### config.mk
export PLATFORM = sky130hd
export DESIGN_NAME = id_ex_alu_issue
export DESIGN_NICKNAME = d
export VERILOG_FILES = /design/src/rtl/id_ex_alu_issue_pkg.sv /design/src/rtl/id_ex_alu_issue_alu_ctrl_dec.sv /design/src/rtl/id_ex_alu_issue.sv
export SDC_FILE = /design/constraint.sdc
export NUM_CORES = 1
export LEC_CHECK = 0
export CAP_MARGIN = 15
export CORE_MARGIN = 8
export CORE_UTILIZATION = 63
export DETAILED_ROUTE_END_ITERATION = 10
export DONT_BUFFER_PORTS = 1
export PLACE_DENSITY = 0.79
export SYNTH_ARGS = -nofsm -noshare
export SYNTH_HDL_FRONTEND = slang
export SYNTH_SLANG_ARGS = --single-unit
### constraint.sdc
create_clock -name clk -period 2.7 [get_ports clk]
set_input_delay 0.54 -clock clk [delete_from_list [all_inputs] [get_ports clk]]
set_output_delay 0.54 -clock clk [all_outputs]
set_load 0.01 [all_outputs]
### src/rtl/id_ex_alu_issue_pkg.sv
// Shared ALU operation codes, MIPS opcode/funct constants and decode types for the ID/EX issue stage.
package id_ex_alu_issue_pkg;

    // ALU operation encoding as understood by the EX-stage Alu
    localparam logic [5:0] ALU_NONE = 6'd0;
    localparam logic [5:0] ALU_ADD  = 6'd1;
    localparam logic [5:0] ALU_SUB  = 6'd2;
    localparam logic [5:0] ALU_AND  = 6'd3;
    localparam logic [5:0] ALU_OR   = 6'd4;
    localparam logic [5:0] ALU_NOR  = 6'd5;
    localparam logic [5:0] ALU_SLT  = 6'd6;
    localparam logic [5:0] ALU_SLL  = 6'd7;
    localparam logic [5:0] ALU_SRL  = 6'd8;
    localparam logic [5:0] ALU_SRA  = 6'd9;

    localparam logic [5:0] OP_RTYPE = 6'h00;
    localparam logic [5:0] OP_BEQ   = 6'h04;
    localparam logic [5:0] OP_ADDI  = 6'h08;
    localparam logic [5:0] OP_SLTI  = 6'h0A;
    localparam logic [5:0] OP_ANDI  = 6'h0C;
    localparam logic [5:0] OP_ORI   = 6'h0D;
    localparam logic [5:0] OP_LW    = 6'h23;
    localparam logic [5:0] OP_SW    = 6'h2B;

    localparam logic [5:0] FN_SLL  = 6'h00;
    localparam logic [5:0] FN_SRL  = 6'h02;
    localparam logic [5:0] FN_SRA  = 6'h03;
    localparam logic [5:0] FN_ADD  = 6'h20;
    localparam logic [5:0] FN_ADDU = 6'h21;
    localparam logic [5:0] FN_SUB  = 6'h22;
    localparam logic [5:0] FN_SUBU = 6'h23;
    localparam logic [5:0] FN_AND  = 6'h24;
    localparam logic [5:0] FN_OR   = 6'h25;
    localparam logic [5:0] FN_NOR  = 6'h27;
    localparam logic [5:0] FN_SLT  = 6'h2A;

    typedef enum logic {
        A_RS,
        A_RT
    } a_sel_t;

    typedef enum logic [1:0] {
        B_RT,
        B_SHAMT,
        B_SEXT,
        B_ZEXT
    } b_sel_t;

    typedef struct packed {
        logic [5:0] aluoper;
        a_sel_t     a_sel;
        b_sel_t     b_sel;
        logic       wr_en;
        logic [4:0] wr_addr;
        logic       illegal;
    } dec_t;

endpackage

### src/rtl/id_ex_alu_issue_alu_ctrl_dec.sv
// Combinational instruction decode: opcode/funct -> ALU op, operand selects, write-back target, illegal flag.
// I-type ALU ops (addi/slti/andi/ori) decode only when IMM_ALU_OPS_EN is defined.
module alu_ctrl_dec
    import id_ex_alu_issue_pkg::*;
(
    input  logic [5:0] opcode,
    input  logic [4:0] rt,
    input  logic [4:0] rd,
    input  logic [5:0] funct,
    output dec_t       dec
);

    always_comb begin
        dec         = '0;
        dec.aluoper = ALU_NONE;
        dec.a_sel   = A_RS;
        dec.b_sel   = B_RT;
        case (opcode)
            OP_RTYPE: begin
                dec.wr_en   = 1'b1;
                dec.wr_addr = rd;
                case (funct)
                    FN_ADD, FN_ADDU: dec.aluoper = ALU_ADD;
                    FN_SUB, FN_SUBU: dec.aluoper = ALU_SUB;
                    FN_AND:          dec.aluoper = ALU_AND;
                    FN_OR:           dec.aluoper = ALU_OR;
                    FN_NOR:          dec.aluoper = ALU_NOR;
                    FN_SLT:          dec.aluoper = ALU_SLT;
                    FN_SLL, FN_SRL, FN_SRA: begin
                        dec.a_sel   = A_RT;
                        dec.b_sel   = B_SHAMT;
                        dec.aluoper = (funct == FN_SLL) ? ALU_SLL :
                                      (funct == FN_SRL) ? ALU_SRL : ALU_SRA;
                    end
                    default: begin
                        dec.illegal = 1'b1;
                        dec.wr_en   = 1'b0;
                        dec.wr_addr = 5'd0;
                    end
                endcase
            end
            OP_LW: begin
                dec.aluoper = ALU_ADD;
                dec.b_sel   = B_SEXT;
                dec.wr_en   = 1'b1;
                dec.wr_addr = rt;
            end
            OP_SW: begin
                dec.aluoper = ALU_ADD;
                dec.b_sel   = B_SEXT;
            end
            OP_BEQ: dec.aluoper = ALU_SUB;
`ifdef IMM_ALU_OPS_EN
            OP_ADDI, OP_SLTI, OP_ANDI, OP_ORI: begin
                dec.wr_en   = 1'b1;
                dec.wr_addr = rt;
                case (opcode)
                    OP_ADDI: begin dec.aluoper = ALU_ADD; dec.b_sel = B_SEXT; end
                    OP_SLTI: begin dec.aluoper = ALU_SLT; dec.b_sel = B_SEXT; end
                    OP_ANDI: begin dec.aluoper = ALU_AND; dec.b_sel = B_ZEXT; end
                    default: begin dec.aluoper = ALU_OR;  dec.b_sel = B_ZEXT; end
                endcase
            end
`endif
            default: dec.illegal = 1'b1;
        endcase
        // $zero is hard-wired, so a write there is dropped rather than issued
        if (dec.wr_addr == 5'd0) begin
            dec.wr_en = 1'b0;
        end
    end

endmodule

### src/rtl/id_ex_alu_issue.sv
// ID/EX pipeline register feeding the ALU: operand muxing, stall/flush priority and a saturating bubble counter.
// Optional I-type ALU decode is enabled with the IMM_ALU_OPS_EN macro.
module id_ex_alu_issue
    import id_ex_alu_issue_pkg::*;
#(
    parameter int W     = 32,
    parameter int CNT_W = 8
) (
    input  logic             clk,
    input  logic             rst,
    input  logic             in_valid,
    input  logic [31:0]      instr,
    input  logic [W-1:0]     rs_val,
    input  logic [W-1:0]     rt_val,
    input  logic             stall,
    input  logic             flush,
    output logic             ex_valid,
    output logic [W-1:0]     ex_A,
    output logic [W-1:0]     ex_B,
    output logic [5:0]       ex_ALUoper,
    output logic             ex_wr_en,
    output logic [4:0]       ex_wr_addr,
    output logic             ex_illegal,
    output logic [CNT_W-1:0] bubble_cnt
);

    dec_t           dec;
    logic [W-1:0]   imm_sext;
    logic [W-1:0]   imm_zext;
    logic [W-1:0]   shamt_zext;
    logic [W-1:0]   a_next;
    logic [W-1:0]   b_next;
    logic           bubble_next;
    logic           load_en;

    logic             valid_reg;
    logic [W-1:0]     a_reg;
    logic [W-1:0]     b_reg;
    logic [5:0]       aluoper_reg;
    logic             wr_en_reg;
    logic [4:0]       wr_addr_reg;
    logic             illegal_reg;
    logic [CNT_W-1:0] bubble_cnt_reg;

    alu_ctrl_dec u_dec (
        .opcode (instr[31:26]),
        .rt     (instr[20:16]),
        .rd     (instr[15:11]),
        .funct  (instr[5:0]),
        .dec    (dec)
    );

    assign imm_sext[15:0] = instr[15:0];
    generate
        for (genvar gi = 16; gi < W; gi++) begin : g_sext
            assign imm_sext[gi] = instr[15];
        end
    endgenerate
    assign imm_zext   = {{(W-16){1'b0}}, instr[15:0]};
    assign shamt_zext = {{(W-5){1'b0}}, instr[10:6]};

    always_comb begin
        a_next = (dec.a_sel == A_RT) ? rt_val : rs_val;
        case (dec.b_sel)
            B_SHAMT: b_next = shamt_zext;
            B_SEXT:  b_next = imm_sext;
            B_ZEXT:  b_next = imm_zext;
            default: b_next = rt_val;
        endcase
    end

    // flush wins over stall; the nop word 0 is not a real instruction
    assign load_en     = flush | ~stall;
    assign bubble_next = flush | ~in_valid | (instr == 32'h0) | dec.illegal;

    always_ff @(posedge clk) begin
        if (rst) begin
            valid_reg      <= 1'b0;
            a_reg          <= '0;
            b_reg          <= '0;
            aluoper_reg    <= ALU_NONE;
            wr_en_reg      <= 1'b0;
            wr_addr_reg    <= 5'd0;
            illegal_reg    <= 1'b0;
            bubble_cnt_reg <= '0;
        end else if (load_en) begin
            if (bubble_next) begin
                valid_reg   <= 1'b0;
                a_reg       <= '0;
                b_reg       <= '0;
                aluoper_reg <= ALU_NONE;
                wr_en_reg   <= 1'b0;
                wr_addr_reg <= 5'd0;
                illegal_reg <= ~flush & in_valid & dec.illegal;
                if (bubble_cnt_reg != {CNT_W{1'b1}}) begin
                    bubble_cnt_reg <= bubble_cnt_reg + 1'b1;
                end
            end else begin
                valid_reg   <= 1'b1;
                a_reg       <= a_next;
                b_reg       <= b_next;
                aluoper_reg <= dec.aluoper;
                wr_en_reg   <= dec.wr_en;
                wr_addr_reg <= dec.wr_addr;
                illegal_reg <= 1'b0;
            end
        end
    end

    assign ex_valid   = valid_reg;
    assign ex_A       = a_reg;
    assign ex_B       = b_reg;
    assign ex_ALUoper = aluoper_reg;
    assign ex_wr_en   = wr_en_reg;
    assign ex_wr_addr = wr_addr_reg;
    assign ex_illegal = illegal_reg;
    assign bubble_cnt = bubble_cnt_reg;

endmodule

* After elaboration in Yosys (flattened, before gate mapping) *
Index checks and enable logic that the tools add are counted.

operators by class
  add/subtract/negate cells = 1
  equality and inequality tests = 17
  muxes and demuxes = 20
  bitwise gates (word level) = 9
  reductions and logical operators = 11

operators by type and width
  operator                                              number
  2-to-1 mux 32 bit                                     3
  one-hot mux 32 bit (3 select lines)                   1
  equality test 6 bit (second input constant)           10
  one-hot mux 6 bit (7 select lines)                    1
  zero test 32 bit                                      1
  one-hot mux 6 bit (3 select lines)                    1
  equality test 6 x 2 -> 1 bit (second input constant)  2
  zero test 6 bit                                       2
  2-to-1 mux 6 bit                                      2
  one-hot mux 6 bit (2 select lines)                    1
  OR reduction 11 bit                                   1
  adder 8 x 1 -> 8 bit (second input constant)          1
  inequality test 8 bit (second input constant)         1
  2-to-1 mux 7 bit                                      1
  equality test 6 x 3 -> 1 bit (second input constant)  1
  2-to-1 mux 1 bit                                      6
  OR reduction 2 bit                                    3
  OR reduction 3 bit                                    2
  zero test 5 bit                                       1
  2-to-1 mux 5 bit                                      1
  equality test 2 bit (second input constant)           2
  OR 1 bit                                              4
  one-hot mux 2 bit (2 select lines)                    1
  2-to-1 mux 3 bit                                      1
  other kinds (5)                                       8

word-level totals
  bits in registers = 86
  output and inout port bits = 86
  word-level logic and storage cells = 66

* Depth between registers and ports, before layout *
  word-level depth = 7
  mapped depth = 9
  depth with buffers taken out = 6

* Cells and area by module *
A second synthesis with hierarchy kept.

unflattened totals
  cell total of the unflattened synthesis = 460
  area total of the unflattened synthesis = 3877.5 µm²

modules (own cells, without submodules)
  module           instances  cells an instance  area an instance (µm²)  seq. area each (µm²)
  id_ex_alu_issue  1          407                3544.6                  1721.7
  alu_ctrl_dec     1          53                 332.8                   0.0

* Least setup slack after synthesis *
No wires, ideal clock.

  path kind = input port to flip-flop
  start = input instr[2]
  end = register bubble_cnt_reg[5], in the netlist bubble_cnt[5]
  setup time = 123 ps
  arrival time = 2167 ps
  required time = 2577 ps
  setup slack = 410 ps
  stages on the path = 8
  buffers on the path = 2
  cell sequence = clkbuf_1 nor3_2 nand3_2 nor4_4 a211oi_2 buf_6 nor4_2 mux2_1

between the ends
  word-level cells in the longest chain between the ends = 6
  elaborated cells between the ends (all ways) = 18
  those cells by class = 10 x eq/ne; 2 x mux; 2 x bitwise; 4 x reduce/logical

ends and longest elaborated chain
  item                                               line                                source
  start: declaration                                 id_ex_alu_issue.sv:12               input logic [31:0] instr,
  equality test 6 bit, or another cell as far along  id_ex_alu_issue_alu_ctrl_dec.sv:22  case (funct)
  OR reduction 11 bit (no line)                      --
  2-to-1 mux 7 bit                                   id_ex_alu_issue_alu_ctrl_dec.sv:22
  one-hot mux 1 bit (2 select lines)                 id_ex_alu_issue_alu_ctrl_dec.sv:18  case (opcode)
  OR 1 bit (*)                                       id_ex_alu_issue.sv:74               assign bubble_next = flush | ~in_valid | (instr == 32'h0) | dec.illegal;
  AND reduction 3 bit (no line) (*)                  --
  end signal: assignment                             id_ex_alu_issue.sv:96               bubble_cnt_reg <= bubble_cnt_reg + 1'b1;
  end: declaration                                   id_ex_alu_issue.sv:43               logic [CNT_W-1:0] bubble_cnt_reg;

Mark *: on every way between the ends. The rest lies on a longest branch, timed or not.
A chain may end at the register's enable or synchronous reset.

* Worst setup path in the final report *
  start = input instr[4]
  end = register bubble_cnt_reg[5], in the netlist bubble_cnt[5]

Same word-level chain as after synthesis.

==> reports/metrics.cfg <==
[run_status]
status = finished, final reports clean

[floorplanning]
die_w_um = 96.7
start_util = 0.649
core_area_mm2 = 0.00631
dieArea_mm2 = 0.00935
io_pins = 187
rows = 29
chipHeight_um = 96.7

[sta]
worst_pin_slew_ns = 0.784
fin_worst_skew_ns = 0.0147
finalMaxSlewViolations = 0
rsz0062_at_grt = no
relSlewSlack = 0.477
fin_crit_ns = 2.13
max_freq_ghz = 0.471
finalCritPeriodShare = 0.787
finalSetupViolCount = 0
tns_ns = 0
finalHoldViolCount = 0
worst_slack_ns = 0.575

[power]
finalPower_mw = 2.33
powerDensity_mw_per_mm2 = 541
peakVddDrop_v = 0.000416
p_leak_nw = 1.43

[setup_path]
crit_fanout = 11
critical_path.top_delay_family = simple AND/OR/NAND/NOR gates
start_kind = input pin
cp_cell_sequence = nor4_4 > nand3_2 > nor4_4 > a211oi_2 > buf_4 > nor4_2 > mux2_1
critPathRequiredTime_ns = 2.93
critical-path-max-stage-delay_ns = 0.42
r2r_start = bubble_cnt[3]
r2r_slack_ns = 0.79
cp.buffers_inverters = 1
r2r.worst_path.cells = 6
cpMostUsedCell = nor4_4
end_kind = flop
critPathSlowestCell = nor4_4
cp.arrival_ns = 2.35
r2r_end = bubble_cnt[7]
worstSetupPathType = input pin to flop

[yosys]
synth_top_area_share = 0.410
yosysSeqAreaShare = 0.410
syn-cell-area_mm2 = 0.00410
synth_commonest_cells = dfxtp_1 (84), nor2_1 (54), a22oi_1 (49), a21oi_1 (41), mux2_2 (32)
synth_top_area_cell = dfxtp_1
ys.flop_type = dfxtp_1
synth_edf_count = 0
yosysMostFrequentCell = dfxtp_1
postSynth.asyncResetShare = 0
synth_area_per_cell_um2 = 8.86
syn_inst = 463
synth_seq_cells = 84
yosysWarnings = 0
yosys-top-cells-area = dfxtp_1 (41%), a22oi_1 (9.0%), mux2_2 (8.8%)
ys_types = 53

[cts]
clkTransAtPathRegs_ns = 0.09
cts-root-buf = clkbuf_8
cts_sinks = 84
numCtsBuffers = 9
post_cts_buffers = 0
cts_tree = yes
cts_resized = 0
htree_levels = 3
clock_path_buffers = 2
hold_buffers = 0
clk_latency_ns = 0.35

[global_route]
antenna_found_initial = 0
grt_pass1_vias = 3550
grt_pass1_wl_um = 19100
grt_usage = 0.243
grt_max_degree = 88
gr-total-overflow = 0

[run]
max-cap-violations = 0

[layout]
fin_util = 0.681
drive_above_1_share = 0.167
regArea_mm2 = 0.00168
syn2layout_area_growth_pct = 4.79
fin_nets = 542
diodes = 0
multi_input_area_mm2 = 0.00219
fill_cells = 531

[route]
dr.pass1.iters = 5
avgRoutedWirePerCell_um = 22.7
totalWireLength_um = 11900
vias = 3548
drtAntennaViolNets = 0
drtIter0Drc = 232
viasPerCell = 6.81
route.detailed.drc = 0

[placement]
pre_cts_slack_ns = 0.211
hpwlAfterDp_um = 8490
port_buffers = 0
gp_congestion = 0.796

[min_path]
hold_end = bubble_cnt[4]
min-delay-path-class = input pin to flop
hp-start = rst
worstHoldPathCells = 1

## placed cells by master, fill, tap and decap left out, types with 2 or more instances in the layout
master     instances
or2_2              3
nand2_1           27
o211ai_1          17
mux2_1             3
nand4_1            2
nor4_4             2
nor4_1             4
o31ai_1            3
bufinv_16          2
nand2b_1           5
a21oi_1           41
nand3b_1           2
or4_1              3
a32oi_1            3
a221oi_1           3
a22oi_1           49
a222oi_1           3
clkbuf_8           9
buf_4              9
o21ai_0            7
inv_1              9
clkinv_2           2
nand3_1           16
or3_1              2
conb_1             2
dfxtp_1           84
nor2b_1            4
nor2_1            53
mux2_2            32
a22o_1             5
nor3_1             6
and3_1             4
nor3_2             2
## through the flow
| stage | instance area (µm²) | instances | hold slack [ns] |
|---|---|---|---|
| 3_3_place_gp | 4090 | 506 | 0.490 |
| 2_1_floorplan | 4100 | 464 | 0.476 |
| 6_report | 4300 | 521 | 0.250 |
| 3_5_place_dp | 4090 | 506 | 0.493 |
| 4_1_cts | 4300 | 521 | 0.239 |
| 5_1_grt | 4300 | 521 | 0.234 |
## layer usage
| layer | GRT usage | vias to the layer above | part of all wire |
|---|---|---|---|
| li1 | - | 1650 | - |
| met1 | 0.269 | 1677 | 0.36 |
| met2 | 0.381 | 187 | 0.48 |
| met3 | 0.112 | 34 | 0.12 |
| met4 | 0.131 | 0 | 0.036 |
| met5 | 0 | - | 0 |
## power by group
group / internal (mW) / switching (mW)
Clock: 0.514 / 0.448
Sequential: 1.24 / 0.0103
Combinational: 0.0493 / 0.0605
Total: 1.81 / 0.519
## cell type report
| class | instances | share of cell area |
|---|---|---|
| Multi-Input combinational cell | 326 | 0.510 |
| Clock inverter | 5 | 0.0181 |
| Timing Repair Buffer | 10 | 0.0204 |
| Inverter | 9 | 0.00786 |
| Tap cell | 77 | 0.0224 |
| Clock buffer | 10 | 0.0297 |
| Sequential cell | 84 | 0.391 |
## kinds of logic (layout without fill, tap and decap cells)
logic type / after synthesis / count (layout) / synth area share
AND/OR/NAND/NOR: 143 / 143 / 0.180
flip-flops: 84 / 84 / 0.410
AO/OA/AOI/OAI: 145 / 145 / 0.250
buffers and inverters: 54 / 34 / 0.0604
multiplexers: 35 / 35 / 0.0961
other: 1 / 2 / 0.000915
adder cells (fa/ha/maj): 1 / 1 / 0.00305
## how the worst max path moves through the flow
stage	slack (ns)	to	start	cells past startpoint
final	0.57	bubble_cnt[5]	instr[4]	7
after global routing	0.49	bubble_cnt[4]	instr[4]	7
after CTS	0.58	bubble_cnt[5]	instr[4]	7
after detailed placement	0.21	bubble_cnt[5]	instr[4]	7
after global placement	0.31	bubble_cnt[5]	instr[4]	7
after floorplan	0.41	bubble_cnt[5]	instr[2]	8
(Power assumes the default switching activity.)
